$ cat src/rtl/ps2_dev_tx.sv
// PS/2 device-side transmitter: FIFO-buffered words sent as start/data/parity/stop frames.
// Define PS2_DEV_TX_INHIBIT_EN to add host-inhibit detection (abort and full-frame resend).
module ps2_dev_tx #(
  parameter int DW      = 8,
  parameter int PARITY  = 1,
  parameter int QUARTER = 2,
  parameter int IDLE_Q  = 4,
  parameter int DEPTH   = 4
) (
  input  logic                   clk,
  input  logic                   rst_n,
  input  logic [DW-1:0]          in_data,
  input  logic                   in_valid,
  output logic                   in_ready,
  output logic [$clog2(DEPTH):0] count,
  output logic                   busy,
  output logic                   kclk_o,
  output logic                   kdat_o,
  input  logic                   kclk_i,
  output logic                   abort
);

  localparam int NBITS = DW + 2 + ((PARITY != 0) ? 1 : 0);
  localparam int AW    = $clog2(DEPTH);
  localparam int CW    = AW + 1;
  localparam int GAPN  = (IDLE_Q * QUARTER > 0) ? IDLE_Q * QUARTER : 1;
  localparam int TW    = (QUARTER > 1) ? $clog2(QUARTER) : 1;
  localparam int GW    = (GAPN > 1) ? $clog2(GAPN) : 1;
  localparam int BW    = $clog2(NBITS);

  localparam logic [1:0] ST_IDLE  = 2'd0;
  localparam logic [1:0] ST_GAP   = 2'd1;
  localparam logic [1:0] ST_SHIFT = 2'd2;
`ifdef PS2_DEV_TX_INHIBIT_EN
  localparam logic [1:0] ST_INHIBIT = 2'd3;
`endif

  // FIFO storage
  logic [DW-1:0]    mem [DEPTH];
  logic [AW-1:0]    wr_ptr;
  logic [AW-1:0]    rd_ptr;
  logic [CW-1:0]    count_reg;
  logic [DW-1:0]    head_reg;
  logic             wr_en;
  logic             pop;

  // frame sequencer
  logic [1:0]       state_reg;
  logic [TW-1:0]    tick_reg;
  logic [1:0]       qtr_reg;
  logic [BW-1:0]    cell_reg;
  logic [GW-1:0]    gap_reg;
  logic [NBITS-1:0] shift_reg;
  logic [NBITS-1:0] frame_word;
  logic             kclk_reg;
  logic             kdat_reg;
  logic             par_bit;
  logic             tick_end;
  logic             last_cell;
  logic             cell_end;
  logic             hold_lines;

  assign in_ready = (count_reg < CW'(DEPTH));
  assign wr_en    = in_valid && in_ready;
  assign count    = count_reg;
  assign busy     = (state_reg != ST_IDLE);
  assign kclk_o   = kclk_reg;
  assign kdat_o   = kdat_reg;

  always_ff @(posedge clk) begin
    if (wr_en)
      mem[wr_ptr] <= in_data;
    head_reg <= mem[rd_ptr];
  end

  always_ff @(posedge clk or negedge rst_n) begin
    if (!rst_n) begin
      wr_ptr    <= '0;
      rd_ptr    <= '0;
      count_reg <= '0;
    end else begin
      if (wr_en)
        wr_ptr <= wr_ptr + 1'b1;
      if (pop)
        rd_ptr <= rd_ptr + 1'b1;
      if (wr_en && !pop)
        count_reg <= count_reg + 1'b1;
      else if (pop && !wr_en)
        count_reg <= count_reg - 1'b1;
    end
  end

  assign par_bit = (PARITY == 2) ? (^head_reg) : ~(^head_reg);

  generate
    if (PARITY != 0) begin : g_par
      assign frame_word = {1'b1, par_bit, head_reg, 1'b0};
    end else begin : g_nopar
      assign frame_word = {1'b1, head_reg, 1'b0};
    end
  endgenerate

  assign tick_end  = (tick_reg == TW'(QUARTER - 1));
  assign last_cell = (cell_reg == BW'(NBITS - 1));
  assign cell_end  = (state_reg == ST_SHIFT) && tick_end && (qtr_reg == 2'd3) && last_cell;

`ifdef PS2_DEV_TX_INHIBIT_EN
  logic [1:0] sync_reg;
  logic       kclk_s;
  logic       inhibit_hit;
  logic       abort_reg;

  always_ff @(posedge clk or negedge rst_n) begin
    if (!rst_n)
      sync_reg <= 2'b11;
    else
      sync_reg <= {sync_reg[0], kclk_i};
  end

  assign kclk_s      = sync_reg[1];
  assign hold_lines  = ~kclk_s;
  // Only a low line while we are releasing the clock can be the host.
  assign inhibit_hit = (state_reg == ST_SHIFT) && hold_lines && kclk_reg;
  assign pop         = cell_end && !inhibit_hit;
  assign abort       = abort_reg;
`else
  logic unused_kclk;
  assign unused_kclk = kclk_i;
  assign hold_lines  = 1'b0;
  assign pop         = cell_end;
  assign abort       = 1'b0;
`endif

  always_ff @(posedge clk or negedge rst_n) begin
    if (!rst_n) begin
      state_reg <= ST_IDLE;
      tick_reg  <= '0;
      qtr_reg   <= '0;
      cell_reg  <= '0;
      gap_reg   <= '0;
      shift_reg <= '0;
      kclk_reg  <= 1'b1;
      kdat_reg  <= 1'b1;
`ifdef PS2_DEV_TX_INHIBIT_EN
      abort_reg <= 1'b0;
`endif
    end else begin
`ifdef PS2_DEV_TX_INHIBIT_EN
      abort_reg <= 1'b0;
`endif
      case (state_reg)
        ST_IDLE: begin
          kclk_reg <= 1'b1;
          kdat_reg <= 1'b1;
          gap_reg  <= '0;
          if ((count_reg != '0) && !hold_lines)
            state_reg <= ST_GAP;
        end
        ST_GAP: begin
          if (hold_lines) begin
            gap_reg <= '0;
          end else if (gap_reg == GW'(GAPN - 1)) begin
            state_reg <= ST_SHIFT;
            shift_reg <= frame_word;
            tick_reg  <= '0;
            qtr_reg   <= '0;
            cell_reg  <= '0;
          end else begin
            gap_reg <= gap_reg + 1'b1;
          end
        end
        ST_SHIFT: begin
`ifdef PS2_DEV_TX_INHIBIT_EN
          if (inhibit_hit) begin
            abort_reg <= 1'b1;
            kclk_reg  <= 1'b1;
            kdat_reg  <= 1'b1;
            gap_reg   <= '0;
            state_reg <= ST_INHIBIT;
          end else
`endif
          if (tick_end) begin
            tick_reg <= '0;
            qtr_reg  <= qtr_reg + 2'd1;
            // Data moves at Q1 and the clock falls at Q2, so data is stable while clock is low.
            case (qtr_reg)
              2'd0: kdat_reg <= shift_reg[0];
              2'd1: kclk_reg <= 1'b0;
              2'd3: begin
                kclk_reg  <= 1'b1;
                shift_reg <= shift_reg >> 1;
                cell_reg  <= cell_reg + 1'b1;
                if (last_cell)
                  state_reg <= ST_IDLE;
              end
              default: ;
            endcase
          end else begin
            tick_reg <= tick_reg + 1'b1;
          end
        end
`ifdef PS2_DEV_TX_INHIBIT_EN
        ST_INHIBIT: begin
          // Head word is still queued; resend it in full once the host lets go.
          if (hold_lines) begin
            gap_reg <= '0;
          end else if (gap_reg == GW'(GAPN - 1)) begin
            gap_reg   <= '0;
            state_reg <= ST_GAP;
          end else begin
            gap_reg <= gap_reg + 1'b1;
          end
        end
`endif
        default: state_reg <= ST_IDLE;
      endcase
    end
  end

endmodule
$ cat config.mk
export PLATFORM = sky130hd
export DESIGN_NAME = ps2_dev_tx
export DESIGN_NICKNAME = d
export VERILOG_FILES = /design/src/rtl/ps2_dev_tx.sv
export SDC_FILE = /design/constraint.sdc
export NUM_CORES = 1
export LEC_CHECK = 0
export CAP_MARGIN = 20
export CORE_MARGIN = 4
export CORE_UTILIZATION = 58
export CTS_BUF_LIST = sky130_fd_sc_hd__clkbuf_16
export DETAILED_ROUTE_END_ITERATION = 10
export GPL_TIMING_DRIVEN = 0
export HOLD_SLACK_MARGIN = 0.02
export PLACE_DENSITY = 0.78
export RECOVER_POWER = 50
export SETUP_SLACK_MARGIN = 0.2
export SYNTH_ARGS = -nofsm -noshare
export SYNTH_HDL_FRONTEND = slang
export SYNTH_SLANG_ARGS = --single-unit
$ cat constraint.sdc
create_clock -name clk -period 2.8 [get_ports clk]
set_clock_uncertainty 0.05 [all_clocks]
set_input_delay 0.42 -clock clk [delete_from_list [all_inputs] [get_ports clk]]
set_output_delay 0.42 -clock clk [all_outputs]
set_load 0.005 [all_outputs]
==> load_flow_metrics.sql, run 1 <==
INSERT INTO impl_metrics (metric_group, metric, value, unit) VALUES
('status', 'run_status', 'complete, but fails checks', ''),
('status', 'violations', 'capacitance limit, slew limit', ''),
('timing', 'report.final.setup_viol', '0', ''),
('clock_network', 'number_of_buffers_inserted_by_hold_repair_at_cts', '0', ''),
('pwr', 'total_leakage_power', '1.421', 'nW'),
('timing', 'totalNegativeSetupSlack', '0', 'ns'),
('pwr', 'cellPowerDensity', '883.0', 'nW/µm²'),
('timing', 'timing.fmax', '422.9', 'MHz'),
('synth', 'sequential_cell_area_fraction_in_the_yosys_report', '0.6288', ''),
('synth', 'yosys.area_share.adder', '0.05560', ''),
('synth', 'synth_top_cell_by_area', 'edfxtp_1', ''),
('synth', 'yosys-mux-area-fraction', '0.09567', ''),
('layout', 'most_frequent_cells_in_the_layout', 'edfxtp_1 (32), dfrtp_1 (30), nand2_1 (21)', ''),
('drt', 'drtAntennaViolNets', '0', ''),
('pwr', 'vdd.ir_drop.worst', '0.0005321', 'V'),
('setup_path', 'endpoint_kind', 'flip-flop', ''),
('timing', 'worst_pin_slew', '1.701', 'ns'),
('grt', 'grt_busiest_layer', 'met2', ''),
('synth', 'syn_inst', '219', ''),
('floorplanning', 'io_pins', '20', ''),
('synth', 'netlist.area_leader.share', '0.3140', ''),
('layout', 'nNetsFinal', '272', ''),
('drt', 'wirelength', '4.921', 'mm'),
('setup_path', 'crit_slowest_cell', 'fa_1', ''),
('setup_path', 'worstSetupPathType', 'flip-flop to flip-flop', ''),
('timing', 'post-route-min-period', '2.365', 'ns'),
('drt', 'wl_per_cell', '15.28', 'µm'),
('synth', 'netlist-cell-type-count', '44', ''),
('floorplanning', 'floorplan.initialDensity', '0.5992', ''),
('grt', 'globalRouteMet3Util', '0.03363', ''),
('synth', 'count_of_flip_flops_with_a_built_in_enable_after_synthesis', '32', ''),
('grt', 'grt_max_degree', '33', ''),
('setup_path', 'worst_ep_arrival_time', '2.52', 'ns'),
('floorplanning', 'num_rows', '26', ''),
('synth', 'synth.cell_area', '3060', 'µm²'),
('grt', 'global_route_wire_length_before_repair', '8.328', 'mm'),
('synth', 'synthXorXnorAreaFrac', '0.04293', ''),
('timing', 'final.hold.worst_slack', '0.4188', 'ns'),
('setup_path', 'cp_startpoint_kind', 'flip-flop', ''),
('clock_network', 'postCtsSetupRepairBufs', '0', ''),
('grt', 'initial_antenna_violation_count', '0', ''),
('synth', 'post_syn_nets', '244', ''),
('layout', 'antenna-diode-count', '0', ''),
('layout', 'stdcell_area', '3598', 'µm²'),
('synth', 'yosys_most_used_dff', 'edfxtp_1', ''),
('drt', 'vias', '1753', ''),
('layout', 'n_fill_cell', '356', ''),
('hold_path', 'hold_path_class', 'flip-flop to flip-flop', ''),
('clock_network', 'clkSinkCount', '72', ''),
('clock_network', 'cts_repair_resize_count', '0', ''),
('layout', 'area_added_between_synthesis_and_finish', '17.58', '%'),
('layout', 'fin_cells', '322', ''),
('drt', 'drc', '0', ''),
('floorplanning', 'die-width', '80.64', 'µm'),
('synth', 'yosys_register_bits', '72', ''),
('layout', 'mostFrequentLayoutCell', 'edfxtp_1', ''),
('timing', 'grt_setup_unrepaired', 'no', ''),
('timing', 'finalMaxSlewViolations', '33', ''),
('place', 'placedCellCount', '306', ''),
('synth', 'ys_warn_count', '0', ''),
('setup_path', 'timing.critical_path.buf_inv', '2', ''),
('drt', 'detail_route.vias_per_cell', '5.444', ''),
('setup_path', 'critical_path.cell_chain', 'ha_1 -> nand4b_1 -> nor2_1 -> inv_1 -> ha_1 -> inv_1 -> fa_1 -> mux2_2', ''),
('grt', 'track_usage', '0.1738', ''),
('clock_network', 'cts_tree', 'yes', ''),
('floorplanning', 'core_area', '5107', 'µm²'),
('place', 'placement.cell_area', '3313', 'µm²'),
('layout', 'number_of_flip_flops_in_the_largest_register', '32', ''),
('job', 'max_cap_violations', '1', ''),
('synth', 'synthSimpleGateAreaFrac', '0.07850', ''),
('timing', 'slew_headroom', '-0.1339', '');
==> cells in the mapped netlist (all sizes together), types with 2 or more instances <==
cell type	number
o21ai	14
a22o	6
and2	5
nand2	21
a21oi	2
dfxtp	8
clkbuf	2
dfrtp	30
xnor2	10
dfstp	2
mux2	2
xor2	5
nor2	8
edfxtp	32
a211oi	2
mux4	8
inv	9
ha	12
nor2b	4
buf	9
nand3b	2
mux2i	9
==> metrics by stage <==
stage	power, mW	util
floorplan	1.899	-
global placement	2.092	0.6497
detailed placement	2.121	0.6487
CTS	3.208	0.7048
global route	3.353	0.7046
finish	3.178	0.7046
==> report_power, final <==
part           switching, mW  total [mW]  leakage [nW]  internal (mW)
Combinational          0.321       0.657         0.524          0.335
Clock                  0.450        1.07         0.135          0.615
Sequential             0.130        1.46         0.761           1.33
Total                  0.901        3.18          1.42           2.28
==> area by class of cell <==
type | instances | share of cell area
Clock inverter | 7 | 0.01704
Inverter | 9 | 0.009388
Timing Repair Buffer | 17 | 0.04555
Tap cell | 70 | 0.02434
Multi-Input combinational cell | 127 | 0.2889
Buffer | 11 | 0.01739
Clock buffer | 9 | 0.06259
Sequential cell | 72 | 0.5348
==> cells by family after synthesis <==
kind of cell,Yosys count
DFF,72
adders and majority gates,13
buffers and inverters,20
xor gates and xnor gates,15
AOI/OAI and AO/OA,31
other,1
muxes,19
and+or+nand+nor,48
==> tightest hold or removal path, stage by stage, from the launching register on <==
cell     delay (ns)
dfrtp_1        0.33
nand2_1        0.05
nand2_1        0.06
==> layer usage <==
metal | vias to the layer above | part of all wire
met5 | - | 0
met4 | 0 | 0.020
met3 | 8 | 0.029
met2 | 28 | 0.50
met1 | 875 | 0.45
li1 | 842 | -
==> final timing paths <==
kind	from	end	slack, ns	depth (start not counted)
max in group asynchronous	rst_n	wr_ptr[1]	1.23	1
hold / removal	shift_reg[10]	shift_reg[10]	0.42	2
hold reg to reg	shift_reg[10]	shift_reg[10]	0.42	2
setup / recovery	qtr_reg[0]	count[1]	0.44	8
setup reg to reg	qtr_reg[0]	count[1]	0.44	8
min in group asynchronous	rst_n	qtr_reg[0]	0.48	1
Note: power is estimated with default switching activity, not from simulation.
==> inputs of run 2 (changes only) <==
Clock period 2.8 ns to 2.19 ns, I/O delays scaled along.
==> run 2 against run 1 <==
Net effect: the run still ends with capacitance limit, slew limit left; non-clock buffer count increased by 19; global-route usage up 2.3 points; utilization increased by 4.7 points; clock power grew 41%; setup slack worse by 0.41 ns; flip-flop and latch count unchanged; critical path depth stayed put; design area grew 6.7%; combinational power rose by 36%.
==> load_flow_metrics.sql, run 2 (synthesized netlist as in run 1, its figures left out) <==
INSERT INTO impl_metrics (metric_group, metric, value, unit) VALUES
('layout', 'finalCoreUtilization', '0.7516', ''),
('pwr', 'power_frac_seq', '0.438', ''),
('pwr', 'power.switching_fraction', '0.2632', ''),
('drt', 'iter_0_drt_violations', '115', ''),
('pwr', 'vdd.ir_drop.worst', '0.0007703', 'V'),
('drt', 'wl_per_cell', '16.79', 'µm'),
('drt', 'drc', '0', ''),
('layout', 'area_added_between_synthesis_and_finish', '25.43', '%'),
('timing', 'post-route-min-period', '2.167', 'ns'),
('timing', 'report.final.setup_viol', '0', ''),
('floorplanning', 'io_pins', '20', ''),
('grt', 'first_global_vias', '1879', ''),
('drt', 'vias', '1865', ''),
('drt', 'detail_route.vias_per_cell', '5.469', ''),
('pwr', 'total_leakage_power', '1.539', 'nW'),
('setup_path', 'cp_startpoint_kind', 'flip-flop', ''),
('setup_path', 'crit_slowest_cell', 'dfrtp_1', ''),
('place', 'gp_routability_congestion', '0.7929', ''),
('setup_path', 'timing.critical_path.required', '2.35', 'ns'),
('pwr', 'power_frac_comb', '0.209', ''),
('pwr', 'cellPowerDensity', '1114', 'nW/µm²'),
('timing', 'timing.fmax', '461.5', 'MHz'),
('pwr', 'switching_power', '1.126', 'mW'),
('setup_path', 'timing.critical_path.fanout_max', '7', ''),
('clock_network', 'clk_transition_reported_paths', '0.05', 'ns'),
('clock_network', 'clk_latency', '0.32', 'ns'),
('clock_network', 'clock_tree_root_buffer_cell', 'clkbuf_16', ''),
('status', 'run_status', 'complete, but fails checks', ''),
('floorplanning', 'die_area', '6503', 'µm²'),
('floorplanning', 'floorplan.initialDensity', '0.5992', ''),
('grt', 'globalRouteOverflowTotal', '0', ''),
('timing', 'finalMaxSlewViolations', '33', ''),
('layout', 'drive_gt1_frac', '0.2362', ''),
('layout', 'mostFrequentLayoutCell', 'edfxtp_1', ''),
('grt', 'globalRouteMet3Util', '0.05157', ''),
('layout', 'nNetsFinal', '291', ''),
('floorplanning', 'core_area', '5107', 'µm²'),
('place', 'placement.cell_area', '3327', 'µm²'),
('job', 'max_cap_violations', '1', ''),
('timing', 'worst_pin_slew', '1.744', 'ns'),
('setup_path', 'max_stage_delay', '0.39', 'ns'),
('drt', 'drtAntennaViolNets', '0', ''),
('floorplanning', 'floorplan.die.height', '80.64', 'µm'),
('grt', 'track_usage', '0.1964', ''),
('hold_path', 'hold_path_class', 'input pin to asynchronous set/reset pin', ''),
('clock_network', 'cts_buffers', '9', ''),
('clock_network', 'clkSinkCount', '72', ''),
('layout', 'antenna-diode-count', '0', ''),
('place', 'port_buffers', '17', ''),
('clock_network', 'cts-htree-levels', '3', ''),
('grt', 'grt_util_met2', '0.3171', ''),
('grt', 'grt.met1_usage', '0.2509', ''),
('timing', 'final_min_period_over_clock_period', '0.9895', ''),
('drt', 'drtPass1Iterations', '4', ''),
('setup_path', 'worst_ep_arrival_time', '2.32', 'ns'),
('drt', 'wirelength', '5.725', 'mm'),
('clock_network', 'max-clock-path-buffers', '2', ''),
('grt', 'grt_busiest_layer', 'met2', ''),
('grt', 'initial_antenna_violation_count', '0', ''),
('place', 'dpl.hpwl', '3.434', 'mm'),
('timing', 'final.hold.worst_slack', '0.4160', 'ns'),
('pwr', 'p_int', '3.152', 'mW'),
('setup_path', 'r2r_setup_slack', '0.02', 'ns'),
('timing', 'grt_setup_unrepaired', 'yes', ''),
('setup_path', 'worstSetupPathType', 'flip-flop to flip-flop', ''),
('floorplanning', 'num_rows', '26', ''),
('setup_path', 'critical_path.cell_chain', 'buf_6 -> nand4b_1 -> nor2_2 -> inv_1 -> ha_2 -> inv_2 -> fa_1 -> mux2_2', ''),
('layout', 'most_frequent_cells_in_the_layout', 'edfxtp_1 (32), dfrtp_1 (29), nand2_1 (19)', ''),
('timing', 'slew_headroom', '-0.1627', ''),
('timing', 'hold_viol', '0', ''),
('status', 'violations', 'capacitance limit, slew limit', ''),
('clock_network', 'cts_tree', 'yes', ''),
('grt', 'grt_max_degree', '33', ''),
('setup_path', 'endpoint_kind', 'flip-flop', ''),
('layout', 'number_of_flip_flops_in_the_largest_register', '32', ''),
('grt', 'global_route_wire_length_before_repair', '9.294', 'mm'),
('layout', 'stdcell_area', '3839', 'µm²'),
('pwr', 'p_clk_frac', '0.353', ''),
('floorplanning', 'die-width', '80.64', 'µm');
run 2: cell types whose count changed in the layout (fill, tap and decap cells not counted), sizes merged:
| cell | delta |
|---|---|
| inv | -3 |
| clkbuf | +1 |
| bufinv | +2 |
| dlygate4sd2 | +1 |
| dlygate4sd3 | -1 |
| clkinv | +1 |
| buf | +18 |
run 2: repair_timing:
action,4_1_cts,5_1_grt
endpoints found under the setup margin,3,7
pin swaps,3,3
buffers inserted,13,6
hold buffers,0,0
resized for setup,5,18
run 2: area by class of cell:
class	count	area [µm²]
plain buffers	11	72.57
clock buffers	9	225.2
clock inverters	7	87.58
fillers	330	1269
inverters	9	33.78
multi-input cells	127	1075
flip-flops and latches	72	1926
well taps	70	87.58
repair buffers	36	331.6
run 2: final timing paths:
| check | depth (start not counted) | endpoint | from |
|---|---|---|---|
| max in group asynchronous | 1 | qtr_reg[0] | rst_n |
| max reg2reg | 8 | count[1] | state_reg[0] |
| min | 1 | shift_reg[6] | rst_n |
| max | 8 | count[1] | state_reg[0] |
| min in group clk | 2 | kdat_o | kdat_o |
| min reg2reg | 2 | kdat_o | kdat_o |
run 2: stage by stage:
stage                     total power [mW]   TNS, ns  cells  worst slack (ns)
final                                4.278         0    341           0.02304
after global routing                 4.526  -0.06920    341          -0.03873
after CTS                            4.260         0    335            0.1567
after detailed placement             2.740   -0.3949    306           -0.2201
after global placement               2.683   -0.2766    306           -0.1618
after floorplan                      2.437         0    219            0.2045
run 2: metal layers:
metal	up-vias	wire length (µm)
li1	877	-
met1	935	2454
met2	41	2952
met3	12	203
met4	0	114
met5	-	0
run 2: critical path, delay by kind of cell (launching register included):
| family | cells | cell delay (ns) |
|---|---|---|
| mux | 1 | 0.26 |
| buf+inv | 3 | 0.26 |
| flops | 1 | 0.39 |
| fa+ha+maj | 2 | 0.57 |
| simple gates | 2 | 0.52 |
run 2: power by group through the flow:
stage / Clock [mW] / Combinational [mW] / Sequential (mW)
finish: 1.51 / 0.893 / 1.88
global route: 1.60 / 1.02 / 1.91
CTS: 1.53 / 0.864 / 1.87
detailed placement: 0 / 0.853 / 1.89
global placement: 0 / 0.812 / 1.87
floorplan: 0 / 0.595 / 1.84
